**src/rtl/bs_gnrtr_n_rbtr.sv**
```systemverilog
// Bus generator and round-robin arbiter.
// Each of `bits` buses arbitrates among `drvrs` devices. The bus pops one packet from a
// pending device and then pushes it to the device addressed by the packet's top byte.
// The top byte may also be the broadcast ID, which addresses every device except the sender.
// Each bus runs a three-state FSM (idle, push, wait), so it carries at most one packet
// every three cycles.
// Ports:
//   clk    - single clock, rising edge
//   reset  - synchronous, active-high
//   pndng  - [bus][dev] device has a queued packet
//   D_pop  - [bus][dev] head packet of each device queue
//   pop    - [bus][dev] one-cycle pulse removing the queue head
//   push   - [bus][dev] one-cycle pulse delivering D_push to the device
//   D_push - [bus][dev] bus data register, identical for every device on a bus
module bs_gnrtr_n_rbtr #(
  parameter int unsigned bits      = 1,
  parameter int unsigned drvrs     = 4,
  parameter int unsigned pckg_sz   = 16,
  parameter logic [7:0]  broadcast = 8'hFF
) (
  input  logic                                    clk,
  input  logic                                    reset,
  input  logic [bits-1:0][drvrs-1:0]              pndng,
  input  logic [bits-1:0][drvrs-1:0][pckg_sz-1:0] D_pop,
  output logic [bits-1:0][drvrs-1:0]              pop,
  output logic [bits-1:0][drvrs-1:0]              push,
  output logic [bits-1:0][drvrs-1:0][pckg_sz-1:0] D_push
);

  localparam int unsigned IdxW = (drvrs > 1) ? $clog2(drvrs) : 1;
  localparam logic [drvrs-1:0] One = drvrs'(1);

  typedef enum logic [1:0] {StIdle, StPush, StWait} state_e;

  for (genvar b = 0; b < bits; b++) begin : g_bus
    state_e             state_q;
    logic [IdxW-1:0]    last_q;
    logic [IdxW-1:0]    src_q;
    logic [pckg_sz-1:0] data_q;
    logic [drvrs-1:0]   pop_q;
    logic [drvrs-1:0]   push_q;

    logic               found;
    logic [IdxW-1:0]    sel;
    logic [IdxW-1:0]    cand;
    logic [7:0]         dest;
    logic [drvrs-1:0]   push_mask;

    // Round-robin: first pending device at or after last_q + 1, wrapping modulo drvrs.
    always_comb begin
      found = 1'b0;
      sel   = '0;
      cand  = '0;
      for (int unsigned i = 0; i < drvrs; i++) begin
        cand = IdxW'((32'(last_q) + 1 + i) % drvrs);
        if (!found && pndng[b][cand]) begin
          found = 1'b1;
          sel   = cand;
        end
      end
    end

    // Destination decode. Broadcast takes precedence. A packet addressed to its own sender
    // or to an ID beyond the device range is dropped.
    always_comb begin
      dest      = data_q[pckg_sz-1 -: 8];
      push_mask = '0;
      if (dest == broadcast) begin
        push_mask        = '1;
        push_mask[src_q] = 1'b0;
      end else if (32'(dest) < drvrs && dest != 8'(src_q)) begin
        push_mask[dest[IdxW-1:0]] = 1'b1;
      end
    end

    always_ff @(posedge clk) begin
      if (reset) begin
        state_q <= StIdle;
        last_q  <= IdxW'(drvrs - 1);
        src_q   <= '0;
        data_q  <= '0;
        pop_q   <= '0;
        push_q  <= '0;
      end else begin
        unique case (state_q)
          StIdle: begin
            push_q <= '0;
            if (found) begin
              pop_q   <= One << sel;
              data_q  <= D_pop[b][sel];
              src_q   <= sel;
              last_q  <= sel;
              state_q <= StPush;
            end else begin
              pop_q <= '0;
            end
          end
          StPush: begin
            pop_q   <= '0;
            push_q  <= push_mask;
            state_q <= StWait;
          end
          StWait: begin
            // Gives the popped device one cycle to update its pndng bit.
            pop_q   <= '0;
            push_q  <= '0;
            state_q <= StIdle;
          end
          default: begin
            pop_q   <= '0;
            push_q  <= '0;
            state_q <= StIdle;
          end
        endcase
      end
    end

    assign pop[b]    = pop_q;
    assign push[b]   = push_q;
    assign D_push[b] = {drvrs{data_q}};
  end

endmodule

```
**config.mk**
```make
export PLATFORM = sky130hd
export DESIGN_NAME = bs_gnrtr_n_rbtr
export DESIGN_NICKNAME = d
export VERILOG_FILES = /design/src/rtl/bs_gnrtr_n_rbtr.sv
export SDC_FILE = /design/constraint.sdc
export NUM_CORES = 1
export LEC_CHECK = 0
export ABC_AREA = 1
export BUFFER_PORTS_ARGS = -buffer_cell sky130_fd_sc_hd__buf_2
export CAP_MARGIN = 10
export CORE_MARGIN = 3
export CORE_UTILIZATION = 47
export CTS_BUF_LIST = sky130_fd_sc_hd__clkbuf_16
export CTS_CLUSTER_DIAMETER = 120
export DETAILED_ROUTE_END_ITERATION = 10
export PLACE_DENSITY = 0.95
export REMOVE_ABC_BUFFERS = 1
export SYNTH_ARGS = -nofsm -noshare
export SYNTH_HDL_FRONTEND = slang
export SYNTH_SLANG_ARGS = --single-unit
```
**constraint.sdc**
```tcl
create_clock -name clk -period 4.3 [get_ports clk]
set_clock_uncertainty 0.1 [all_clocks]
set_input_delay 0.645 -clock clk [delete_from_list [all_inputs] [get_ports clk]]
set_output_delay 0.645 -clock clk [all_outputs]
set_load 0.02 [all_outputs]
```
Word-level counts from Yosys, hierarchy flattened
Cells that the tools add are included.

word-level totals
  bits in registers = 30
  input bits = 70
  word-level logic and storage cells = 68

operators by class
  add/sub/neg operators = 4
  order comparisons = 10
  equal/unequal tests = 4
  shift-type cells = 1
  muxes and demuxes = 26
  bitwise gates (word level) = 4
  reduce and logical (&&, ||, !) cells = 13

operators by type and width
  operator                                                                       number
  16-bit binary-select mux with 2-bit select                                     1
  2-bit by 3-bit less-than comparator with 1-bit output (second input constant)  7
  16-bit 2-to-1 mux                                                              1
  1-bit 2-to-1 mux                                                               10
  2-bit 2-to-1 mux                                                               5
  1-bit binary-select mux with 2-bit select                                      4
  8-bit == test (second input constant)                                          1
  8-bit by 3-bit less-than comparator with 1-bit output (second input constant)  1
  4-bit 2-to-1 mux                                                               2
  8-bit by 2-bit inequality test with 1-bit output                               1
  1-bit logical AND                                                              6
  2-bit by 1-bit adder with 2-bit output (second input constant)                 2
  2-bit adder (second input constant)                                            2
  1-bit demux with 2-bit select                                                  2
  2-bit by 1-bit >= comparator with 1-bit output (second input constant)         2
  4-bit inverter                                                                 1
  2-bit one-hot mux with 2 select lines                                          1
  1-bit by 2-bit << shifter with 4-bit output (first input constant)             1
  1-bit logical NOT                                                              3
  1-bit inverter                                                                 3
  3-bit OR reduction                                                             1
  2-bit by 1-bit == test with 1-bit output (second input constant)               1
  2-bit logical NOT                                                              1
  2-bit inequality test (second input constant)                                  1
  other kinds (2)                                                                2

Logic depth before layout (Yosys ltp)
Gate-level depths: netlist of run 1.

  depth after elaboration = 15
  gate-level depth with buffers = 16

Least setup slack after synthesis of run 1
No wires, ideal clock.

  kind = in2reg
  from = input port pndng[1] in the netlist's numbering
  to = register g_bus[0].data_q[15]
  setup time = 114 ps
  arrival time = 1759 ps
  path slack = 2327 ps
  cell stages on the path = 12
  buffers on the path = 2
  cells stage by stage = inv_1 -> nand2_1 -> nand3_1 -> nand2_2 -> nor2_4 -> nand3_2 -> o21ai_2 -> buf_4 -> buf_6 -> nand3_1 -> nand3_1 -> nand2_1

between the ends
  longest elaborated chain between the ends = 14
  elaborated cells on any way between the ends = 25
  classes of those cells = mux: 18; reduce/logical: 7

ends and longest elaborated chain
  item                                        line  RTL
  from (decl)                                 23    input logic [bits-1:0][drvrs-1:0] pndng,
  1-bit binary-select mux with 2-bit select   56    if (!found && pndng[b][cand]) begin
  1-bit 2-to-1 mux (implied by the code)      56
  1-bit 2-to-1 mux                            56
  1-bit logical NOT                           56
  1-bit logical AND                           56
  1-bit 2-to-1 mux                            56
  1-bit logical NOT                           56
  1-bit logical AND                           56
  1-bit 2-to-1 mux                            56
  1-bit logical NOT                           56
  1-bit logical AND                           56
  2-bit 2-to-1 mux                            56
  16-bit binary-select mux with 2-bit select  90    data_q <= D_pop[b][sel];
  16-bit 2-to-1 mux (implied by the code)     90
  to (signal assigned)                        90
  to (decl)                                   39    logic [pckg_sz-1:0] data_q;

Parallel ways exist; a longest one is shown, timed or not. The select of a mux whose other input is x is not followed.
A chain may end at the register's enable or synchronous reset.

Worst setup path after layout of run 1
  from = register g_bus[0].last_q[0]
  to = register g_bus[0].data_q[8]

between the ends
  longest elaborated chain between the ends = 15
  elaborated cells on any way between the ends = 29
  classes of those cells = add/sub: 4; mux: 18; reduce/logical: 7

ends and longest elaborated chain
  item                                                                             line  RTL
  from (decl)                                                                      37    logic [IdxW-1:0] last_q;
  from (signal assigned)                                                           79    last_q <= IdxW'(drvrs - 1);
  from (signal assigned)                                                           92    last_q <= sel;
  2-bit by 1-bit adder with 2-bit output *                                         55    cand = IdxW'((32'(last_q) + 1 + i) % drvrs);
  branches (longest 14 deep; another with 2-bit by 1-bit adder with 2-bit output)  -

Mark *: on every way between the ends. The select of a mux whose other input is x is not followed.

==> results_dict.tcl, run 1 <==
set metrics [dict create \
    grtUsageTotal 0.222 \
    hold_violations 0 \
    rsz_0062_raised_after_global_routing "false" \
    reg2regPathDepth 10 \
    critical_path_required_ns 4.42 \
    crit_type "register to register" \
    pin_count_of_the_biggest_net_entering_global_routing 37 \
    worst_setup_path_end_kind "register" \
    post-synth-top-area-fraction 0.265 \
    clk_path_buf_depth 2 \
    synth_seq_area_share 0.265 \
    wl_met3_um 649 \
    timing.reg2reg.setup_slack_ns 1.46 \
    detailroute.wirelength.met2_um 3160 \
    drt-pass1-iter-count 5 \
    final_min_period_over_clock_period 0.661 \
    grt_pass1_wl_um 9750 \
    ys_types 28 \
    post_drt_wl_per_cell_um 13.2 \
    wirelength_um 6430 \
    post-cts-setup-buffers 0 \
    timing.max_cap.violations 0 \
    hold_path.startpoint "g_bus[0].state_q[0]$_SDFFE_PP0P_" \
    dr.first_iter.drc_count 219 \
    cpMaxStageDelayCell "o21ai_2" \
    post_synth_mux_area_share 0 \
    synth_flop_cell "dfxtp_1" \
    place_inst 481 \
    final_period_minus_worst_setup_slack_ns 2.84 \
    timing.critical_path.cells "nand2_1 > nand3_2 > nand2_2 > nor2_4 > nand3_2 > o21ai_2 > inv_2 > nand3_1 > nand3_1 > nand2_1" \
    synth_most_common_cell "nand2_1" \
    async_flop_share 0 \
    synth_xor_xnor_area_share 0.00387 \
    vias 2619 \
    p_leak_uw 0.00158 \
    starting_density_of_the_core 0.503 \
    final_ant_viol_nets 0 \
    cts_resized 0 \
    count_of_synthesis_stage_warnings_from_yosys 0 \
    die_height_um 75.4 \
    post_synth_adder_cell_area 0 \
    crit_start "g_bus[0].last_q[0]$_SDFFE_PP1P_" \
    detail_route.drc_violations 0 \
    slew_headroom 0.414 \
    final_core_utilization 0.601 \
    class_of_the_most_critical_hold_timing_path "register to register" \
    first_global_vias 2195 \
    final_cells 489 \
    cts_num_sinks 30 \
    post_route_cells_drive_above_1_share 0.378 \
    synth.ff_latch_count 30 \
    pin_count 142 \
    route.top_layer_used "met4" \
    worst_skew_pair_latency_ns 0.27 \
    netlist_top_cells_count "nand2_1 (101), nand3_1 (88), buf_4 (49)" \
    cts.root.buffer_cell "clkbuf_16" \
    globalRouteOverflowTotal 0 \
    io_buffers 141 \
    post-synth-top-area-cell "dfxtp_1" \
    clk_transition_reported_paths_ns 0.05 \
    synth.cell_area_um2 2260 \
    largest_family_of_logic_cells_by_synthesized_area "simple AND/OR/NAND/NOR gates" \
    met1_wire_length_um 2490 \
    ir_worst_vdd_mv 0.423 \
    insertedDiodeCount 0 \
    hold_ws_ns 0.377 \
    tightest_slew_ns 0.879 \
    power-per-cell-area_nw_per_um2 868 \
    tritoncts.num_buffers 5 \
    areaGrowthSynthToFinish_pct 19.6 \
    num_rows 24 \
    fin_ws_ns 1.46 \
    worstPathArrival_ns 2.96 \
    synth_compound_gate_area_share 0.0426 \
    run_status "finished, final reports clean" \
    cts_tree "yes" \
    core_um2 4500 \
    placement.setup.worst_slack_ns 1.30 \
    worst_path_largest_cell_delay_ns 0.70 \
    synthTopCellsByArea "dfxtp_1 (27%), nand3_1 (19%), nand2_1 (17%), buf_4 (16%), inv_1 (4.0%)" \
    detailedPlacementHpwl_um 4800 \
    cp_max_fo 20 \
    htree_levels 2 \
    worst_hold_path.num_cells 2 \
    slew_limit_fails 0 \
    cts_hold_buffers 0 \
    max_freq_mhz 352 \
    postSynthAreaPerCell_um2 6.45 \
    finalSetupTns_ns 0 \
    chipWidth_um 75.4 \
    cell_count_after_synthesis 351 \
    vias_per_cell 5.36 \
    post_layout_net_count 506 \
    floorplan_die_area_um2 5680 \
    cp-start-kind "register" \
    antenna_found_initial 0 \
    crit-reg2reg-launch "g_bus[0].last_q[0]$_SDFFE_PP1P_" \
    share_of_synthesized_cell_area_in_and_or_nand_and_nor_gates 0.431 \
    final-setup-viol-count 0 \
    synth_edf_count 0 \
    gp_congestion 0.973 \
]
-- logic make-up (layout without fill, tap and decap cells) --
logic type	after synthesis	after routing
compound gates	16	16
simple gates	212	212
buf+inv	92	178
flops	30	30
xor+xnor	1	1
-- power by group --
part,internal [µW],leakage [µW],switching [µW]
Sequential,370,0.000247,99.8
Combinational,474,0.00126,1080
Clock,209,0.0000724,118
Total,1050,0.00158,1300
-- cell usage in the layout, fill, tap and decap left out --
cell type,n
dfxtp_1,30
o31ai_1,1
o21ai_0,4
o21ai_1,1
nand2_4,1
buf_2,141
nor3_1,2
xnor2_1,1
nor2_1,5
inv_2,3
inv_1,25
a311oi_1,1
nand2_2,6
inv_6,1
o21ai_2,1
buf_4,1
clkbuf_16,5
clkinv_2,1
nand2_1,101
a21oi_1,5
nand3_2,3
nor4_1,2
a22oi_1,1
clkinv_1,1
o22ai_1,1
nand3_1,88
nor2_4,2
nand4_1,2
a21boi_0,1
-- metrics by stage --
stage | total power [µW] | area, µm²
after CTS | 2350 | 2710
after detailed placement | 2020 | 2570
final | 2350 | 2710
after floorplan | 1550 | 1790
after global placement | 1950 | 2570
after global routing | 2550 | 2710
-- routing by layer --
| layer | global-route usage | up-vias |
|---|---|---|
| met5 | 0 | - |
| met4 | 0.0932 | 0 |
| met3 | 0.0594 | 19 |
| met2 | 0.377 | 180 |
| met1 | 0.262 | 1155 |
| li1 | - | 1265 |
-- final timing paths --
kind	endpoint
max	g_bus[0].data_q[8]$_SDFFE_PP0P_
min	g_bus[0].state_q[1]$_SDFFE_PP0P_
max reg2reg	g_bus[0].data_q[8]$_SDFFE_PP0P_
min reg2reg	g_bus[0].state_q[1]$_SDFFE_PP0P_
-- flip-flops by register name, indices dropped and copies added (netlist names) --
signal	cells
g_bus.data_q	16
pop	4
push	4
g_bus.last_q	2
g_bus.src_q	2
g_bus.state_q	2
-- worst max-delay path: cells and delay by family, from the launching register on --
kind / cells / cell delay [ns]
and+or+nand+nor: 8 / 1.05
AOI/OAI and AO/OA: 1 / 0.70
DFF: 1 / 0.59
buffers and inverters: 1 / 0.33
-- layout make-up --
type	instances	area [µm²]
well taps	52	65.1
inverters	28	110
repair buffers	142	713
flip-flops and latches	30	601
clock buffers	5	125
multi-input cells	229	1080
fillers	420	1800
clock inverters	3	12.5
Power figures use the tool's default switching activity.
==> run 2, diff against run 1 <==
--- a/config.mk
+++ b/config.mk
@@ -5,15 +5,15 @@
 export SDC_FILE = /design/constraint.sdc
 export NUM_CORES = 1
 export LEC_CHECK = 0
-export ABC_AREA = 1
+export ABC_AREA = 0
 export BUFFER_PORTS_ARGS = -buffer_cell sky130_fd_sc_hd__buf_2
 export CAP_MARGIN = 10
 export CORE_MARGIN = 3
-export CORE_UTILIZATION = 47
+export CORE_UTILIZATION = 43
 export CTS_BUF_LIST = sky130_fd_sc_hd__clkbuf_16
 export CTS_CLUSTER_DIAMETER = 120
 export DETAILED_ROUTE_END_ITERATION = 10
-export PLACE_DENSITY = 0.95
+export PLACE_DENSITY = 0.89
 export REMOVE_ABC_BUFFERS = 1
 export SYNTH_ARGS = -nofsm -noshare
 export SYNTH_HDL_FRONTEND = slang
==> constraint.sdc (replaced) <==
create_clock -name clk -period 2.9 [get_ports clk]
set_clock_uncertainty 0.1 [all_clocks]
set_input_delay 0.435 -clock clk [delete_from_list [all_inputs] [get_ports clk]]
set_output_delay 0.435 -clock clk [all_outputs]
set_load 0.02 [all_outputs]
==> results_dict.tcl, run 2 <==
set metrics [dict create \
    detail_route.drc_violations 0 \
    post-synth-top-area-fraction 0.268 \
    worstPathArrival_ns 2.12 \
    chipWidth_um 78.2 \
    hold_path.startpoint "D_pop[56]" \
    netlist_top_cells_count "buf_4 (50), nand3_1 (34), mux2i_1 (33)" \
    post_drt_wl_per_cell_um 13.7 \
    pin_count_of_the_biggest_net_entering_global_routing 35 \
    cp_max_fo 19 \
    grtUsageTotal 0.189 \
    antenna_found_initial 0 \
    final_common_cell "buf_2" \
    async_flop_share 0 \
    synth_edf_count 0 \
    finalSetupTns_ns 0 \
    crit_type "register to register" \
    critical_path_required_ns 2.98 \
    final_min_period_over_clock_period 0.704 \
    grt_pass1_wl_um 9430 \
    io_buffers 141 \
    count_of_synthesis_stage_warnings_from_yosys 0 \
    synth_most_common_cell "buf_4" \
    reg2regPathDepth 4 \
    cts_num_sinks 30 \
    areaGrowthSynthToFinish_pct 23.9 \
    final-setup-viol-count 0 \
    slew_headroom 0.667 \
    clk_path_buf_depth 2 \
    cts_hold_buffers 0 \
    final_cells 436 \
    num_rows 25 \
    worst_setup_path_end_kind "register" \
    power-per-cell-area_nw_per_um2 685 \
    rsz_0062_raised_after_global_routing "false" \
    post_layout_net_count 438 \
    post-synth-top-area-cell "dfxtp_1" \
    htree_levels 2 \
    drt-pass1-iter-count 4 \
    postSynthAreaPerCell_um2 7.89 \
    timing.reg2reg.setup_slack_ns 0.86 \
    starting_density_of_the_core 0.459 \
    final_ant_viol_nets 0 \
    layout.cell_area.non_filler_um2 2780 \
    worstReg2RegEnd "g_bus[0].data_q[5]$_SDFFE_PP0P_" \
    clk_transition_reported_paths_ns 0.05 \
    ir_worst_vdd_mv 0.281 \
    synth.ff_latch_count 30 \
    wirelength_um 5980 \
    gp_congestion 0.770 \
    floorplan_die_area_um2 6120 \
    synthTopCellsByArea "dfxtp_1 (27%), buf_4 (17%), mux2i_1 (15%), nand3_1 (7.6%), a21oi_1 (7.1%)" \
    dr.first_iter.drc_count 89 \
    crit-reg2reg-launch "g_bus[0].last_q[1]$_SDFFE_PP1P_" \
    detailed_place.area_um2 2610 \
    worst_hold_path.num_cells 3 \
    timing.max_cap.violations 0 \
    tightest_slew_ns 0.497 \
    p_leak_uw 0.00148 \
    detailedPlacementHpwl_um 4390 \
    cp-start-kind "register" \
    most-common-layout-cells "buf_2 (141), nand3_1 (34), mux2i_1 (33), a21oi_1 (32), dfxtp_1 (30)" \
    n_fill_cell 442 \
    cts.root.buffer_cell "clkbuf_16" \
    ys_types 36 \
    synth_seq_area_share 0.268 \
    final_core_utilization 0.569 \
    pin_count 142 \
    post-cts-setup-buffers 0 \
    worst_skew_pair_latency_ns 0.28 \
    tritoncts.num_buffers 5 \
    cts_resized 0 \
    register_with_the_most_flip_flops "g_bus.data_q" \
    largest_register_ff_count 16 \
    slew_limit_fails 0 \
    vias_per_cell 5.19 \
    cell_count_after_synthesis 284 \
    vias 2262 \
    place_inst 428 \
    globalRouteOverflowTotal 0 \
    power_uw 1900 \
    core_um2 4880 \
    synth_flop_cell "dfxtp_1" \
    die_height_um 78.2 \
    synth.cell_area_um2 2240 \
    first_global_vias 2039 \
    hold_violations 0 \
    class_of_the_most_critical_hold_timing_path "primary input to register" \
    max_freq_mhz 490 \
    post_route_cells_drive_above_1_share 0.442 \
    cts_tree "yes" \
    insertedDiodeCount 0 \
    run_status "finished, final reports clean" \
    final_period_minus_worst_setup_slack_ns 2.04 \
    worst_hold_path.endpoint "g_bus[0].data_q[8]$_SDFFE_PP0P_" \
]
-- run 2: changes by cell type after synthesis, moves of 5 or more --
cell      change
mux2i_1      +33
a21oi_1      +27
nor2_1        +9
inv_1        -20
clkbuf_1      +5
nand3_1      -54
o211ai_1     +16
nand2_2       -5
nand2_1      -78
-- run 2: worst max-delay path, cell delays in order (launching register included) --
cell and delay [ns]:
dfxtp_1 0.44, nand2_1 0.10, a31oi_2 0.47, nand3_2 0.50
o211ai_1 0.34
-- run 2: worst max path at each step --
stage / end / startpoint / slack [ns] / cells past startpoint
after global routing: g_bus[0].data_q[5]$_SDFFE_PP0P_ / g_bus[0].last_q[1]$_SDFFE_PP1P_ / 0.75 / 4
after CTS: g_bus[0].data_q[5]$_SDFFE_PP0P_ / g_bus[0].last_q[1]$_SDFFE_PP1P_ / 0.86 / 4
final: g_bus[0].data_q[5]$_SDFFE_PP0P_ / g_bus[0].last_q[1]$_SDFFE_PP1P_ / 0.86 / 4
after detailed placement: g_bus[0].data_q[5]$_SDFFE_PP0P_ / pndng[1] / 0.67 / 6
after global placement: g_bus[0].data_q[4]$_SDFFE_PP0P_ / pndng[1] / 0.72 / 6
after floorplan: g_bus[0].data_q[0]$_SDFFE_PP0P_ / reset / 0.12 / 5
-- run 2: per-stage QoR --
| step | hold slack, ns | setup WS, ns |
|---|---|---|
| after CTS | 0.362 | 0.862 |
| after floorplan | 0.348 | 0.123 |
| final | 0.363 | 0.858 |
| after global routing | 0.381 | 0.754 |
| after detailed placement | 0.383 | 0.670 |
| after global placement | 0.364 | 0.715 |
-- run 2: logic make-up after synthesis --
group	after synthesis	synth area share
flops	30	0.268
compound gates	63	0.179
simple gates	85	0.186
buf+inv	73	0.220
mux	33	0.147
-- run 2: area by class of cell --
class	instances	area (µm²)	area share
flip-flops and latches	30	601	0.216
clock inverters	3	40.0	0.0144
well taps	67	83.8	0.0302
clock buffers	5	125	0.0450
inverters	4	15.0	0.00540
multi-input cells	181	1160	0.417
repair buffers	146	756	0.272
-- run 2: per-layer routing --
metal | global-route usage | wire [µm] | vias up
met1 | 0.207 | 2290 | 1033
met5 | 0 | 0 | -
met2 | 0.355 | 3170 | 96
met3 | 0.0493 | 435 | 8
met4 | 0.0542 | 74 | 0
li1 | - | - | 1125
-- run 2: power breakdown --
part | switching (µW) | internal [µW] | total [µW] | leakage, µW
clock | 182 | 401 | 583 | 0.0000836
sequential | 78.1 | 472 | 550 | 0.000247
combinational | 489 | 281 | 769 | 0.00115
total | 749 | 1150 | 1900 | 0.00148
==> run 3, diff against run 2 <==
--- a/config.mk
+++ b/config.mk
@@ -9,11 +9,11 @@
 export BUFFER_PORTS_ARGS = -buffer_cell sky130_fd_sc_hd__buf_2
 export CAP_MARGIN = 10
 export CORE_MARGIN = 3
-export CORE_UTILIZATION = 43
+export CORE_UTILIZATION = 39
 export CTS_BUF_LIST = sky130_fd_sc_hd__clkbuf_16
 export CTS_CLUSTER_DIAMETER = 120
 export DETAILED_ROUTE_END_ITERATION = 10
-export PLACE_DENSITY = 0.89
+export PLACE_DENSITY = 0.85
 export REMOVE_ABC_BUFFERS = 1
 export SYNTH_ARGS = -nofsm -noshare
 export SYNTH_HDL_FRONTEND = slang
==> constraint.sdc (replaced) <==
create_clock -name clk -period 1.74 [get_ports clk]
set_clock_uncertainty 0.1 [all_clocks]
set_input_delay 0.261 -clock clk [delete_from_list [all_inputs] [get_ports clk]]
set_output_delay 0.261 -clock clk [all_outputs]
set_load 0.02 [all_outputs]
==> results_dict.tcl, run 3 (synthesized netlist as in run 2, its figures left out) <==
set metrics [dict create \
    slew_headroom 0.784 \
    areaGrowthSynthToFinish_pct 32.5 \
    floorplan_die_area_um2 6690 \
    use_met1 0.227 \
    post-cts-setup-buffers 0 \
    register_with_the_most_flip_flops "g_bus.data_q" \
    run_status "finished, final reports clean" \
    final-setup-viol-count 0 \
    drt-pass1-iter-count 5 \
    gp_congestion 0.768 \
    largest_register_ff_count 16 \
    worst_setup_path_end_kind "register" \
    class_of_the_most_critical_hold_timing_path "primary input to register" \
    core_um2 5340 \
    wirelength_um 6480 \
    detailedPlacementHpwl_um 4940 \
    globalRouteOverflowTotal 0 \
    use_met2 0.312 \
    hold_violations 0 \
    dr.first_iter.drc_count 98 \
    worst_hold_path.endpoint "g_bus[0].data_q[3]$_SDFFE_PP0P_" \
    die_height_um 81.8 \
    io_buffers 141 \
    rsz_0062_raised_after_global_routing "true" \
    antenna_found_initial 0 \
    most-common-layout-cells "buf_2 (141), nand3_1 (34), a21oi_1 (32), mux2i_1 (30), dfxtp_1 (29)" \
    clk_path_buf_depth 2 \
    tritoncts.num_buffers 5 \
    post_route_cells_drive_above_1_share 0.474 \
    reg2regPathDepth 6 \
    grt_pass1_wl_um 9590 \
    detail_route.drc_violations 0 \
    placement.setup.worst_slack_ns -0.112 \
    worst_skew_pair_latency_ns 0.27 \
    cts_num_sinks 30 \
    final_period_minus_worst_setup_slack_ns 1.66 \
    met3_usage 0.0504 \
    starting_density_of_the_core 0.420 \
    grtUsageTotal 0.185 \
    cts_tree "yes" \
    worstPathArrival_ns 1.71 \
    critical_path_required_ns 1.79 \
    pin_count 142 \
    cts_hold_buffers 0 \
    pin_count_of_the_biggest_net_entering_global_routing 33 \
    p_leak_uw 0.00157 \
    vias 2366 \
    slew_limit_fails 0 \
    final_common_cell "buf_2" \
    clk_transition_reported_paths_ns 0.05 \
    insertedDiodeCount 0 \
    fin_ws_ns 0.0820 \
    worst_hold_path.num_cells 3 \
    final_core_utilization 0.557 \
    grt-busiest-layer "met2" \
    vias_per_cell 5.19 \
    power-per-cell-area_nw_per_um2 1070 \
    final_min_period_over_clock_period 0.953 \
    first_global_vias 2043 \
    timing.reg2reg.setup_slack_ns 0.08 \
    crit-reg2reg-launch "g_bus[0].last_q[1]$_SDFFE_PP1P_" \
    timing.max_cap.violations 0 \
    post_layout_net_count 455 \
    tightest_slew_ns 0.323 \
    final_ant_viol_nets 0 \
    ir_worst_vdd_mv 0.437 \
    num_rows 26 \
    post_drt_wl_per_cell_um 14.2 \
    hold_path.startpoint "D_pop[51]" \
    max_freq_mhz 603 \
    worstReg2RegEnd "g_bus[0].data_q[5]$_SDFFE_PP0P_" \
    htree_levels 2 \
    cts.root.buffer_cell "clkbuf_16" \
    hold_ws_ns 0.190 \
    chipWidth_um 81.8 \
    cp_max_fo 15 \
    cp-start-kind "register" \
    crit_type "register to register" \
]
## run 3: worst max-delay path, cell delays in order, from the launching register on
cell and delay [ns]:
dfxtp_4 0.35, nand2b_1 0.14, a21boi_1 0.22, o21a_4 0.22, buf_12 0.18, mux2i_2 0.23, o211ai_1 0.10
## run 3: where the power goes
part           leakage, µW  switching (µW)  internal [µW]
sequential        0.000247             121            788
combinational      0.00125             863            563
clock            0.0000672             310            521
## run 3: how the worst max path moves through the flow
stage | start | end | cells past startpoint
final | g_bus[0].last_q[1]$_SDFFE_PP1P_ | g_bus[0].data_q[5]$_SDFFE_PP0P_ | 6
after global routing | g_bus[0].last_q[1]$_SDFFE_PP1P_ | g_bus[0].data_q[0]$_SDFFE_PP0P_ | 6
after CTS | g_bus[0].last_q[1]$_SDFFE_PP1P_ | g_bus[0].data_q[10]$_SDFFE_PP0P_ | 6
after detailed placement | pndng[1] | g_bus[0].data_q[5]$_SDFFE_PP0P_ | 7
after global placement | pndng[1] | g_bus[0].data_q[14]$_SDFFE_PP0P_ | 7
after floorplan | g_bus[0].state_q[0]$_SDFFE_PP0P_ | g_bus[0].data_q[0]$_SDFFE_PP0P_ | 5
## run 3: final cells by class
cell class	instances	area, µm²
Clock buffer	5	125
Fill cell	512	2360
Tap cell	70	87.6
Clock inverter	3	16.3
Timing Repair Buffer	163	938
Inverter	4	15.0
Multi-Input combinational cell	181	1180
Sequential cell	30	604
## run 3: what timing repair did
action,in CTS,in global routing
resized for setup,1,5
endpoints found under the setup margin,2,16
pin swaps,0,1
cloned,0,1
## run 3: per-layer routing
layer | wire length (µm) | share of wire
met1 | 2480 | 0.38
met2 | 3420 | 0.53
met3 | 497 | 0.077
met4 | 78 | 0.012
met5 | 0 | 0
## run 3: metrics by stage
| step | setup TNS, ns | power [µW] | instances | instance area [µm²] |
|---|---|---|---|---|
| final | 0 | 3170 | 456 | 2970 |
| after global routing | 0 | 3340 | 456 | 2970 |
| after CTS | 0 | 3150 | 455 | 2930 |
| after detailed placement | -1.20 | 2310 | 447 | 2780 |
| after global placement | -0.534 | 2280 | 447 | 2780 |
| after floorplan | -18.68 | 1720 | 215 | 1760 |
